**src/rtl/rr_arbiter8.sv**
```systemverilog
// rtl/rr_arbiter8.sv - registered 8-way round-robin arbiter with sticky grants and hold-limit preemption
module rr_arbiter8 #(
    parameter int MAX_HOLD = 16
) (
    input  logic       clk_i,
    input  logic       rst_ni,
    input  logic [7:0] req_i,
    output logic [7:0] gnt_o,
    output logic       gnt_valid_o,
    output logic [2:0] gnt_idx_o,
    output logic       preempt_o
);

    typedef enum logic {
        IDLE,
        GRANT
    } state_e;

    localparam logic [7:0] HOLD_LIMIT = 8'(MAX_HOLD);
    localparam bit         PREEMPT_EN = (MAX_HOLD != 0);

    state_e     state_q, state_d;
    logic [7:0] gnt_q, gnt_d;
    logic       valid_q, valid_d;
    logic [2:0] idx_q, idx_d;
    logic [2:0] last_q, last_d;
    logic [7:0] hcnt_q, hcnt_d;
    logic       preempt_q, preempt_d;
    logic [7:0] next_pick;
    logic [2:0] next_idx;

    function automatic logic [7:0] lowest_set(input logic [7:0] x);
        return x & ~(x - 8'd1);
    endfunction

    function automatic logic [7:0] above_mask(input logic [2:0] k);
        logic [7:0] m;
        for (int i = 0; i < 8; i++) begin
            m[i] = (i > int'(k));
        end
        return m;
    endfunction

    // Search strictly above the last winner first; wrap to the lowest requester.
    function automatic logic [7:0] pick(input logic [7:0] req, input logic [2:0] last);
        logic [7:0] masked;
        masked = req & above_mask(last);
        return (masked != 8'd0) ? lowest_set(masked) : lowest_set(req);
    endfunction

    function automatic logic [2:0] onehot_idx(input logic [7:0] x);
        logic [2:0] idx;
        idx = 3'd0;
        for (int i = 0; i < 8; i++) begin
            if (x[i]) idx = i[2:0];
        end
        return idx;
    endfunction

    assign next_idx = onehot_idx(next_pick);

    always_comb begin
        state_d   = state_q;
        gnt_d     = gnt_q;
        idx_d     = idx_q;
        last_d    = last_q;
        hcnt_d    = hcnt_q;
        preempt_d = 1'b0;
        next_pick = 8'd0;
        case (state_q)
            IDLE: begin
                if (req_i != 8'd0) begin
                    next_pick = pick(req_i, last_q);
                    state_d   = GRANT;
                    gnt_d     = next_pick;
                    idx_d     = next_idx;
                    last_d    = next_idx;
                    hcnt_d    = 8'd1;
                end
            end
            GRANT: begin
                if ((req_i & gnt_q) == 8'd0) begin
                    next_pick = pick(req_i, idx_q);
                    gnt_d     = next_pick;
                    if (next_pick != 8'd0) begin
                        idx_d  = next_idx;
                        last_d = next_idx;
                        hcnt_d = 8'd1;
                    end else begin
                        state_d = IDLE;
                        hcnt_d  = 8'd0;
                    end
                end else if (PREEMPT_EN && hcnt_q == HOLD_LIMIT && (req_i & ~gnt_q) != 8'd0) begin
                    next_pick = pick(req_i & ~gnt_q, idx_q);
                    gnt_d     = next_pick;
                    idx_d     = next_idx;
                    last_d    = next_idx;
                    hcnt_d    = 8'd1;
                    preempt_d = 1'b1;
                end else if (hcnt_q != 8'hFF) begin
                    hcnt_d = hcnt_q + 8'd1;
                end
            end
            default: state_d = IDLE;
        endcase
        valid_d = |gnt_d;
    end

    always_ff @(posedge clk_i or negedge rst_ni) begin
        if (!rst_ni) begin
            state_q   <= IDLE;
            gnt_q     <= 8'd0;
            valid_q   <= 1'b0;
            idx_q     <= 3'd0;
            last_q    <= 3'd7;
            hcnt_q    <= 8'd0;
            preempt_q <= 1'b0;
        end else begin
            state_q   <= state_d;
            gnt_q     <= gnt_d;
            valid_q   <= valid_d;
            idx_q     <= idx_d;
            last_q    <= last_d;
            hcnt_q    <= hcnt_d;
            preempt_q <= preempt_d;
        end
    end

    assign gnt_o       = gnt_q;
    assign gnt_valid_o = valid_q;
    assign gnt_idx_o   = idx_q;
    assign preempt_o   = preempt_q;

endmodule

```
**config.mk**
```make
export PLATFORM = sky130hd
export DESIGN_NAME = rr_arbiter8
export DESIGN_NICKNAME = d
export VERILOG_FILES = /design/src/rtl/rr_arbiter8.sv
export SDC_FILE = /design/constraint.sdc
export NUM_CORES = 1
export LEC_CHECK = 0
export ABC_AREA = 0
export CAP_MARGIN = 20
export CORE_MARGIN = 1
export CORE_UTILIZATION = 35
export DETAILED_ROUTE_END_ITERATION = 16
export GPL_TIMING_DRIVEN = 0
export RECOVER_POWER = 100
export SLEW_MARGIN = 15
export SYNTH_ARGS = -nofsm -noshare
export SYNTH_HDL_FRONTEND = slang
export SYNTH_SLANG_ARGS = --single-unit
```
**constraint.sdc**
```tcl
create_clock -name clk_i -period 2.4 [get_ports clk_i]
set_input_delay 0.24 -clock clk_i [delete_from_list [all_inputs] [get_ports clk_i]]
set_output_delay 0.24 -clock clk_i [all_outputs]
set_load 0.005 [all_outputs]
```
==> results of run 1 <==
how the worst min path moves through the flow:
stage,startpoint,to,cells after the start
after CTS,rst_ni,preempt_o,1
final,rst_ni,gnt_valid_o,1
after global routing,rst_ni,hcnt_q[0],1
after global placement,hcnt_q[1],hcnt_q[1],2
after floorplan,rst_ni,gnt_idx_o[0],0
after detailed placement,hcnt_q[6],hcnt_q[6],1
state kept, by name (all words and copies together), names as in the netlist:
signal	count
gnt_valid_o	1
gnt_idx_o	3
state_q	1
preempt_o	1
hcnt_q	8
gnt_o	8
last_q	3
stage by stage:
step	utilization	hold WS [ns]	instance area (µm²)	power (mW)	setup TNS, ns
detailed placement	0.412	0.541	2600	2.68	-17.28
CTS	0.477	0.339	3010	3.42	-0.669
global placement	0.410	0.519	2590	2.67	-17.56
global route	0.530	0.403	3350	4.17	-1.21
finish	0.530	0.382	3350	3.93	-0.808
floorplan	-	-0.0556	2290	2.05	-0.123
power groups by stage:
| stage | clock (mW) | combinational (mW) | sequential (mW) |
|---|---|---|---|
| after floorplan | 0 | 1.34 | 0.712 |
| after global placement | 0 | 1.92 | 0.753 |
| after detailed placement | 0 | 1.93 | 0.757 |
| after CTS | 0.261 | 2.36 | 0.790 |
| after global routing | 0.278 | 3.07 | 0.823 |
| final | 0.243 | 2.88 | 0.807 |
timing repair:
item	4_1_cts	5_1_grt
buffers inserted	17	19
cloned	1	1
pin swaps	17	23
gates resized for setup	65	65
endpoints found under the setup margin	23	22
cells in the mapped netlist (5+ instances only):
| master | count |
|---|---|
| a211oi_1 | 7 |
| a21o_1 | 5 |
| a21oi_1 | 10 |
| a22oi_1 | 6 |
| clkbuf_1 | 15 |
| dfrtp_1 | 22 |
| inv_1 | 17 |
| nand2_1 | 25 |
| nand2b_1 | 7 |
| nand3_1 | 11 |
| nor2_1 | 20 |
| nor2b_1 | 14 |
| nor3_1 | 12 |
| nor4_1 | 8 |
| o21ai_0 | 26 |
| xnor2_1 | 5 |
routing by layer:
| layer | track usage | part of all wire | wire [µm] |
|---|---|---|---|
| met1 | 0.314 | 0.40 | 3590 |
| met2 | 0.434 | 0.47 | 4210 |
| met3 | 0.0363 | 0.070 | 624 |
| met4 | 0.147 | 0.060 | 542 |
| met5 | 0 | 0 | 0 |
layout make-up:
class                           instances  area share
Inverter                               17      0.0191
Tap cell                               77      0.0288
Timing Repair Buffer                   59       0.151
Sequential cell                        25       0.191
Buffer                                 15      0.0385
Clock buffer                            4      0.0135
Multi-Input combinational cell        237       0.558
cell families after synthesis:
kind of cell	Yosys count
AND/OR/NAND/NOR	129
AO/OA/AOI/OAI	100
adder cells (fa/ha/maj)	2
flip-flops	25
XOR/XNOR	5
multiplexers	1
buffers and inverters	34
worst max-delay path: stages:
cell and delay (ns):
clkdlybuf4s50_1 0.46, buf_6 0.18, a22oi_2 0.21, nand2_2 0.15
o221ai_4 0.30, nor4_1 0.14, a211oi_2 0.30, nand4_1 0.22
or4_4 0.52
==> qor.yml, run 1 <==
clocking:
  cts.sinks: 25
  cts_buffer_depth: 2
  htreeDepth: 1
  clk_latency_ns: 0.26
  clock-root-buffer: "clkbuf_8"
  cts_inserted_buffers: 3
  ctsHoldBuffers: 0
  cts.reportedPaths.clkPinSlew_ns: 0.08
  cts_tree: "done"
yosys:
  synth_compound_area_frac: 0.314
  seq_area_frac_synth: 0.277
  async_flop_share: 1.00
  synth.largest_area_cell: "dfrtp_1"
  syn_area_per_cell_um2: 7.69
  synth_top_family_by_area: "simple AND/OR/NAND/NOR gates"
  yosysWarnings: 0
  synth_nets: 308
  synthAdderAreaFrac: 0.0110
  yosys_most_used_dff: "dfrtp_1"
  synth_area_leaders: "dfrtp_1, o21ai_0, nand2_1"
  yosys.area_share.simple: 0.315
  muxShareOfSynthArea: 0.00440
  syn_area_um2: 2280
  synth_cell_types: 61
  synth_edf_count: 0
  synth.ff_latch_count: 25
  synth_cells: 296
  synthXorXnorAreaFrac: 0.0192
  synth_top_area_frac: 0.242
power_and_ir_drop:
  ir_drop_v: 0.000546
  powerDensity_nw_per_um2: 1170
  comb_power_share: 0.733
  p_int_mw: 2.04
  p_sw_mw: 1.89
  clkPwrFrac: 0.062
  p_sw_frac: 0.480
  seq_power_share: 0.206
  p_leak_nw: 1.34
finish:
  multi_input_area_um2: 1870
  layout_commonest_cell: "buf_4"
  fillers: 574
  stdcell_count: 434
  register_area_um2: 638
  layout_common_cells: "buf_4, nand2_1, inv_1, o21ai_0, nor2_1"
  antenna_cells: 0
  fin_nets: 370
  area_growth_pct: 47.0
  drive_gt1_frac: 0.356
floorplanning:
  initial_utilization: 0.360
  fp.dieH_um: 82.6
  die_area_um2: 6830
  ioPinCount: 23
  core_um2: 6310
  rows: 29
  dieWidth_um: 82.6
timing:
  period_needed_ns: 2.59
  hold_viol_final: 0
  finalWorstSetupSlack_ns: -0.189
  min_period_over_period: 1.08
  relSlewSlack: 0.442
  max_freq_ghz: 0.386
  rsz0062_at_grt: "yes"
  setup_viol: 7
  slew_violations: 0
  worst_pin_slew_ns: 0.837
  clock_skew_ns: 0.00378
setup_path:
  r2r-start: "gnt_o[3]"
  cp-startpoint: "req_i[5]"
  rr_worst_depth: 7
  cp.arrival_ns: 2.73
  r2r_slack_ns: -0.17
  cp-start-kind: "primary input"
  crit_required_ns: 2.54
  critPathMaxFanout: 10
  endpoint_kind: "flip-flop"
  worstSetupEndpoint: "gnt_valid_o"
  reg2reg_to: "gnt_valid_o"
  crit_type: "primary input to flip-flop"
detailed_routing:
  drt-vias-per-instance: 6.58
  first_pass_iters: 5
  drtIter0Drc: 258
  avgRoutedWirePerCell_um: 20.6
  drt_wl_total_um: 8960
  dr_total_vias: 2854
  drc_errors: 0
  postRouteAntennaNets: 0
global_routing:
  grt_pass1_vias: 2683
  grt_usage: 0.258
  grt_pass1_wl_um: 13300
  grt_max_degree: 16
  antenna_found_initial: 0
  overflow: 0
job:
  max-cap-violations: 0
placed_design:
  gp_congestion: 0.945
  dp_hpwl_um: 5770
  dp_cells: 394
  io_buffers: 20
  dp_slack_ns: -1.15
worst_hold_path:
  hold_path_class: "primary input to async pin"
outcome:
  violations: "setup timing"
  outcome: "finished with violations"
No activity file was read; power rests on OpenSTA's default activity.
==> inputs of run 2 (changes only) <==
--- a/config.mk
+++ b/config.mk
@@ -5,13 +5,14 @@
 export SDC_FILE = /design/constraint.sdc
 export NUM_CORES = 1
 export LEC_CHECK = 0
-export ABC_AREA = 0
+export ABC_AREA = 1
 export CAP_MARGIN = 20
 export CORE_MARGIN = 1
 export CORE_UTILIZATION = 35
 export DETAILED_ROUTE_END_ITERATION = 16
 export GPL_TIMING_DRIVEN = 0
 export RECOVER_POWER = 100
+export SETUP_SLACK_MARGIN = 0.15
 export SLEW_MARGIN = 15
 export SYNTH_ARGS = -nofsm -noshare
 export SYNTH_HDL_FRONTEND = slang
==> run 2 against run 1 <==
Compared with the run above: the run now ends clean; sequential share of layout area increased by 4.0 points; wire length shrank 25%; die area increased by 1.2%; register-to-register slack improved by 0.47 ns; combinational power fell by 36%; global-route usage down 6.2 points; utilization fell by 10 points; synthesized cell count is 30% higher; setup slack better by 0.40 ns; critical path type unchanged; largest cell class unchanged.
==> qor.yml, run 2 <==
global_routing:
  grtUsageMet3: 0.0159  # was 0.0363
  overflow: 0  # unchanged
  busiest_layer: "met2"  # unchanged
  use_met2: 0.314  # was 0.434
  grt_usage: 0.196  # was 0.258
  grt_pass1_vias: 2323  # was 2683
  grt_pass1_wl_um: 11100  # was 13300 µm
  grt_use_met1: 0.278  # was 0.314
  antenna_found_initial: 0  # unchanged
  grt_max_degree: 18  # was 16
floorplanning:
  die_area_um2: 6910  # was 6830 µm²
  core_um2: 6350  # was 6310 µm²
  rows: 29  # unchanged
  dieWidth_um: 83.1  # was 82.6 µm
  ioPinCount: 23  # unchanged
  initial_utilization: 0.363  # was 0.360
  fp.dieH_um: 83.1  # was 82.6 µm
finish:
  antenna_cells: 0  # unchanged
  area_growth_pct: 18.4  # was 47.0%
  fin_nets: 427  # was 370
  drive_gt1_frac: 0.106  # was 0.356
  layout_commonest_cell: "nand2_1"  # was buf_4
  layout_common_cells: "nand2_1, inv_1, nand3_1"  # was buf_4, nand2_1, inv_1, o21ai_0, nor2_1
yosys:
  synth_area_leaders: "dfrtp_1, nand2_1, nand3_1"  # was dfrtp_1, o21ai_0, nand2_1
  yosysMostFrequentCell: "nand2_1"  # was o21ai_0
  syn_area_um2: 2300  # was 2280 µm²
  synth.largest_area_cell: "dfrtp_1"  # unchanged
  synth_edf_count: 0  # unchanged
  synth_cells: 386  # was 296
  synth.ff_latch_count: 25  # unchanged
  yosys_most_used_dff: "dfrtp_1"  # unchanged
  synth_top_area_frac: 0.239  # was 0.242
  seq_area_frac_synth: 0.273  # was 0.277
  async_flop_share: 1.00  # unchanged
  synth_cell_types: 29  # was 61
  syn_area_per_cell_um2: 5.97  # was 7.69 µm²
  synth_nets: 398  # was 308
  yosysWarnings: 0  # unchanged
  synthTopCellsByCount: "nand2_1, nand3_1, inv_1, nor2_1, dfrtp_1"  # was o21ai_0, nand2_1, dfrtp_1, nor2_1, inv_1
setup_path:
  cp-start-kind: "primary input"  # unchanged
  reg2reg_to: "gnt_idx_o[0]"  # was gnt_valid_o
  endpoint_kind: "flip-flop"  # unchanged
  rr_worst_depth: 10  # was 7
  crit_required_ns: 2.57  # was 2.54 ns
  r2r-start: "gnt_idx_o[1]"  # was gnt_o[3]
  cp.arrival_ns: 2.36  # was 2.73 ns
  crit_type: "primary input to flip-flop"  # unchanged
  r2r_slack_ns: 0.30  # was -0.17 ns
  critPathMaxFanout: 7  # was 10
worst_hold_path:
  hold_path_class: "primary input to async pin"  # unchanged
timing:
  rsz0062_at_grt: "no"  # was yes
  clock_skew_ns: 0.00910  # was 0.00378 ns
  tns_ns: 0  # was -0.808 ns
  min_period_over_period: 0.912  # was 1.08
  max_freq_ghz: 0.457  # was 0.386 GHz
  relSlewSlack: 0.360  # was 0.442
  period_needed_ns: 2.19  # was 2.59 ns
  hold_viol_final: 0  # unchanged
  worst_pin_slew_ns: 0.959  # was 0.837 ns
  setup_viol: 0  # was 7
  slew_violations: 0  # unchanged
detailed_routing:
  postRouteAntennaNets: 0  # unchanged
  drtIter0Drc: 172  # was 258
  dr_total_vias: 2529  # was 2854
  drc_errors: 0  # unchanged
  first_pass_iters: 5  # unchanged
  drt_wl_total_um: 6720  # was 8960 µm
  avgRoutedWirePerCell_um: 13.7  # was 20.6 µm
  drt-vias-per-instance: 5.15  # was 6.58
clocking:
  clk_latency_ns: 0.28  # was 0.26 ns
  clock-root-buffer: "clkbuf_8"  # unchanged
  ctsHoldBuffers: 0  # unchanged
  cts_inserted_buffers: 3  # unchanged
  cts.reportedPaths.clkPinSlew_ns: 0.09  # was 0.08 ns
  cts.sinks: 25  # unchanged
  cts_tree: "done"  # unchanged
  cts_buffer_depth: 2  # unchanged
  htreeDepth: 1  # unchanged
outcome:
  outcome: "finished clean"  # was finished with violations
power_and_ir_drop:
  ir_drop_v: 0.000525  # was 0.000546 V
  powerDensity_nw_per_um2: 1040  # was 1170 nW/µm²
  p_leak_nw: 1.45  # was 1.34 nW
  power_mw: 2.85  # was 3.93 mW
placed_design:
  gp_congestion: 0.927  # was 0.945
  dp_hpwl_um: 5450  # was 5770 µm
  io_buffers: 22  # was 20
job:
  max-cap-violations: 0  # unchanged
==> run 2: cell types whose count changed after synthesis, sizes merged, moves of 14 or more <==
cell / delta
clkbuf: -15
nand3: +47
nor2b: -14
inv: +44
nor2: +32
nand2: +95
==> run 2: area by class of cell <==
type                       count  area [µm²]
tap                           77        96.3
clock buffer                   3        41.3
inverter                      62         233
clock inverter                 1        7.51
sequential                    25         629
timing repair buffer          24         246
fill                         664        3620
buffer                         1        5.00
multi-input combinational    298        1470
==> run 2: repair_timing <==
action | CTS | global route
resized for setup | 1 | 19
pin swaps | 0 | 2
buffers inserted | 0 | 1
setup endpoints to repair | 1 | 9
==> run 2: metrics by stage <==
step | hold WS (ns) | area (µm²) | setup slack, ns | instances | utilization
CTS | 0.306 | 2690 | 0.163 | 490 | 0.423
floorplan | -0.0556 | 2300 | 0.630 | 386 | -
global route | 0.363 | 2730 | 0.0942 | 491 | 0.430
global placement | 0.489 | 2620 | -0.212 | 485 | 0.413
finish | 0.343 | 2730 | 0.210 | 491 | 0.430
detailed placement | 0.495 | 2640 | -0.144 | 486 | 0.415
==> run 2: metal layers <==
metal	routed length [µm]	vias up
li1	-	1303
met1	3290	1144
met2	3060	67
met3	205	15
met4	169	0
met5	0	-
==> run 2: cell families after synthesis <==
group | after synthesis | share of synthesized area
compound gates | 37 | 0.0928
xor+xnor | 3 | 0.0114
fa+ha+maj | 2 | 0.0109
buf+inv | 63 | 0.103
flops | 25 | 0.273
simple gates | 256 | 0.509
==> run 2: report_power, final <==
| group | internal, mW | switching [mW] | total [mW] |
|---|---|---|---|
| registers | 0.579 | 0.165 | 0.744 |
| clock network | 0.118 | 0.146 | 0.264 |
| logic | 0.642 | 1.20 | 1.84 |
| total | 1.34 | 1.51 | 2.85 |
==> run 2: worst max-delay path: stages <==
cell and delay [ns]:
dlygate4sd3_1 0.65, nand2_1 0.13, nand2_1 0.13, nor2_4 0.17, nand2_1 0.11, nand3_1 0.14, nor2_4 0.08, nand3_1 0.13
nand3_2 0.16, nor2_2 0.21, and2_0 0.17, nand2_1 0.05
==> run 2: how the worst max path moves through the flow <==
stage              endpoint  cells past startpoint  slack [ns]  startpoint
5_1_grt        gnt_idx_o[0]                     11        0.09    req_i[0]
3_3_place_gp   gnt_idx_o[2]                     12       -0.21    req_i[0]
3_5_place_dp   gnt_idx_o[2]                     12       -0.14    req_i[2]
4_1_cts         gnt_valid_o                     15        0.16    req_i[5]
6_report       gnt_idx_o[2]                     12        0.21    req_i[0]
2_1_floorplan  gnt_idx_o[2]                     10        0.63   last_q[2]
==> inputs of run 3 (changes only) <==
--- a/config.mk
+++ b/config.mk
@@ -7,6 +7,7 @@
 export LEC_CHECK = 0
 export ABC_AREA = 1
 export CAP_MARGIN = 20
+export CORE_ASPECT_RATIO = 0.6
 export CORE_MARGIN = 1
 export CORE_UTILIZATION = 35
 export DETAILED_ROUTE_END_ITERATION = 16
==> run 3 against run 2 <==
Compared with the run above: setup slack lost 0.019 ns; non-clock buffer count up 2; total power is 3.6% higher; die area increased by 0.16%; critical endpoint is now gnt_idx_o[0]; largest cell class unchanged; largest power group unchanged; highest routed layer unchanged.
==> qor.yml, run 3 (synthesis gave the netlist of run 2 again) <==
outcome:
  outcome: "finished clean"  # unchanged
power_and_ir_drop:
  clkPwrFrac: 0.098  # was 0.092
  p_sw_frac: 0.536  # was 0.530
  p_leak_nw: 1.44  # was 1.45 nW
  seq_power_share: 0.252  # was 0.261
  power_mw: 2.95  # was 2.85 mW
  powerDensity_nw_per_um2: 1080  # was 1040 nW/µm²
  p_sw_mw: 1.58  # was 1.51 mW
  ir_drop_v: 0.000459  # was 0.000525 V
  p_int_mw: 1.37  # was 1.34 mW
  comb_power_share: 0.650  # was 0.647
setup_path:
  crit_top_cell: "nand3_1"  # was nand2_1
  crit_family: "simple AND/OR/NAND/NOR gates"  # unchanged
  cp.arrival_ns: 2.37  # was 2.36 ns
  cp_cell_sequence: "nor2_4 -> nand3_1 -> nand2_2 -> nor2_4 -> nand2_2 -> o21ai_0 -> nand3_1 -> nand3_1 -> nor3_1 -> nand3_1"  # was dlygate4sd3_1 -> nand2_1 -> nand2_1 -> nor2_4 -> nand2_1 -> nand3_1 -> nor2_4 -> nand3_1 -> nand3_2 -> nor2_2 -> and2_0 -> nand2_1
  critPathSlowestCell: "dfrtp_1"  # was dlygate4sd3_1
  path_buf_inv: 0  # was 1
  crit_path_max_incr_delay_ns: 0.53  # was 0.65 ns
  crit_required_ns: 2.56  # was 2.57 ns
  crit_type: "flip-flop to flip-flop"  # was primary input to flip-flop
  cp-start-kind: "flip-flop"  # was primary input
  critPathMaxFanout: 8  # was 7
  endpoint_kind: "flip-flop"  # unchanged
timing:
  max_freq_ghz: 0.453  # was 0.457 GHz
  finalHoldWorstSlack_ns: 0.508  # was 0.343 ns
  hold_viol_final: 0  # unchanged
  rsz0062_at_grt: "no"  # unchanged
  relSlewSlack: 0.0549  # was 0.360
  min_period_over_period: 0.920  # was 0.912
  tns_ns: 0  # unchanged
  clock_skew_ns: 0.00396  # was 0.00910 ns
  worst_pin_slew_ns: 1.42  # was 0.959 ns
  period_needed_ns: 2.21  # was 2.19 ns
  finalWorstSetupSlack_ns: 0.191  # was 0.210 ns
  setup_viol: 0  # unchanged
  slew_violations: 0  # unchanged
floorplanning:
  initial_utilization: 0.370  # was 0.363
  dieWidth_um: 107  # was 83.1 µm
  core_um2: 6220  # was 6350 µm²
  die_area_um2: 6920  # was 6910 µm²
  ioPinCount: 23  # unchanged
  fp.dieH_um: 64.9  # was 83.1 µm
  rows: 22  # was 29
finish:
  layout_common_cells: "nand2_1, nand3_1, inv_1"  # was nand2_1, inv_1, nand3_1
  drive_gt1_frac: 0.110  # was 0.106
  fillers: 701  # was 664
  layout_commonest_cell: "nand2_1"  # unchanged
  final_core_util: 0.441  # was 0.430
  antenna_cells: 0  # unchanged
  area_growth_pct: 19.0  # was 18.4%
  fin_nets: 430  # was 427
clocking:
  clk_latency_ns: 0.29  # was 0.28 ns
  cts_inserted_buffers: 3  # unchanged
  cts_tree: "done"  # unchanged
  cts.sinks: 25  # unchanged
  clock-root-buffer: "clkbuf_8"  # unchanged
  cts.reportedPaths.clkPinSlew_ns: 0.11  # was 0.09 ns
  htreeDepth: 1  # unchanged
  cts_buffer_depth: 2  # unchanged
job:
  max-cap-violations: 0  # unchanged
detailed_routing:
  dr_total_vias: 2588  # was 2529
  drc_errors: 0  # unchanged
  drtIter0Drc: 271  # was 172
  drt_wl_total_um: 7130  # was 6720 µm
  first_pass_iters: 5  # unchanged
  postRouteAntennaNets: 0  # unchanged
  drt-vias-per-instance: 5.17  # was 5.15
  avgRoutedWirePerCell_um: 14.2  # was 13.7 µm
global_routing:
  grt_pass1_vias: 2170  # was 2323
  overflow: 0  # unchanged
  grt_max_degree: 26  # was 18
  grt_pass1_wl_um: 11200  # was 11100 µm
  grt_usage: 0.213  # was 0.196
  antenna_found_initial: 0  # unchanged
placed_design:
  dp_slack_ns: -0.245  # was -0.144 ns
  dp_hpwl_um: 5760  # was 5450 µm
  gp_congestion: 0.945  # was 0.927
  io_buffers: 22  # unchanged
worst_hold_path:
  hold_path_class: "flip-flop to flip-flop"  # was primary input to async pin
run 3: cell count changes in the layout (fill, tap and decap cells not counted), moves of 2 or more:
cell           previous run  this run
buf_4                     1         3
nand3_2                   3         1
nor2_2                    5         7
nand3_1                  55        57
dlygate4sd2_1             0         2
run 3: per-layer routing:
layer | global-route usage | part of all wire | routed length [µm] | vias to the layer above
met4 | 0.0342 | 0.0069 | 49 | 0
met1 | 0.361 | 0.56 | 4000 | 1180
met3 | 0.0402 | 0.079 | 560 | 4
met2 | 0.263 | 0.35 | 2520 | 103
met5 | 0 | 0 | 0 | -
li1 | - | - | - | 1301
run 3: area by class of cell:
| type | count | area (µm²) | share of cell area |
|---|---|---|---|
| plain buffers | 1 | 5.00 | 0.00182 |
| clock buffers | 3 | 41.3 | 0.0151 |
| clock inverters | 1 | 8.76 | 0.00319 |
| inverters | 62 | 233 | 0.0849 |
| multi-input cells | 299 | 1460 | 0.534 |
| flip-flops and latches | 25 | 629 | 0.229 |
| well taps | 84 | 105 | 0.0383 |
| repair buffers | 26 | 256 | 0.0935 |
run 3: tightest hold or removal path, stage by stage, from the launching register on:
cell	delay, ns
dfstp_2	0.40
nand2_1	0.06
nand2_1	0.05
run 3: stage by stage:
| stage | instance area (µm²) | cells |
|---|---|---|
| after global routing | 2740 | 501 |
| after CTS | 2690 | 497 |
| after floorplan | 2300 | 386 |
| after global placement | 2630 | 492 |
| after detailed placement | 2630 | 492 |
| final | 2740 | 501 |
run 3: power by group through the flow:
| stage | clock [mW] | sequential (mW) | combinational, mW |
|---|---|---|---|
| finish | 0.289 | 0.745 | 1.92 |
| global placement | 0 | 0.755 | 1.81 |
| CTS | 0.298 | 0.746 | 1.84 |
| global route | 0.312 | 0.764 | 2.15 |
| detailed placement | 0 | 0.753 | 1.82 |
| floorplan | 0 | 0.713 | 1.29 |
run 3: timing repair:
item                                    in CTS  in global routing
gates cloned                                 0                  1
pin swaps                                    0                  3
gates resized for setup                      3                 21
buffers inserted                             0                  3
hold endpoints to repair                    22                  0
endpoints found under the setup margin       2                  9
hold buffers                                 1                  0
run 3: path summary, 6_finish.rpt:
| check | from | end | slack (ns) | cells past startpoint |
|---|---|---|---|---|
| setup / recovery | gnt_idx_o[2] | gnt_idx_o[0] | 0.19 | 10 |
| hold / removal | last_q[2] | last_q[2] | 0.51 | 2 |
| setup reg to reg | gnt_idx_o[2] | gnt_idx_o[0] | 0.19 | 10 |
| hold reg to reg | last_q[2] | last_q[2] | 0.51 | 2 |
| max in group asynchronous | rst_ni | hcnt_q[6] | 0.77 | 2 |
| min in group asynchronous | rst_ni | gnt_valid_o | 0.80 | 2 |
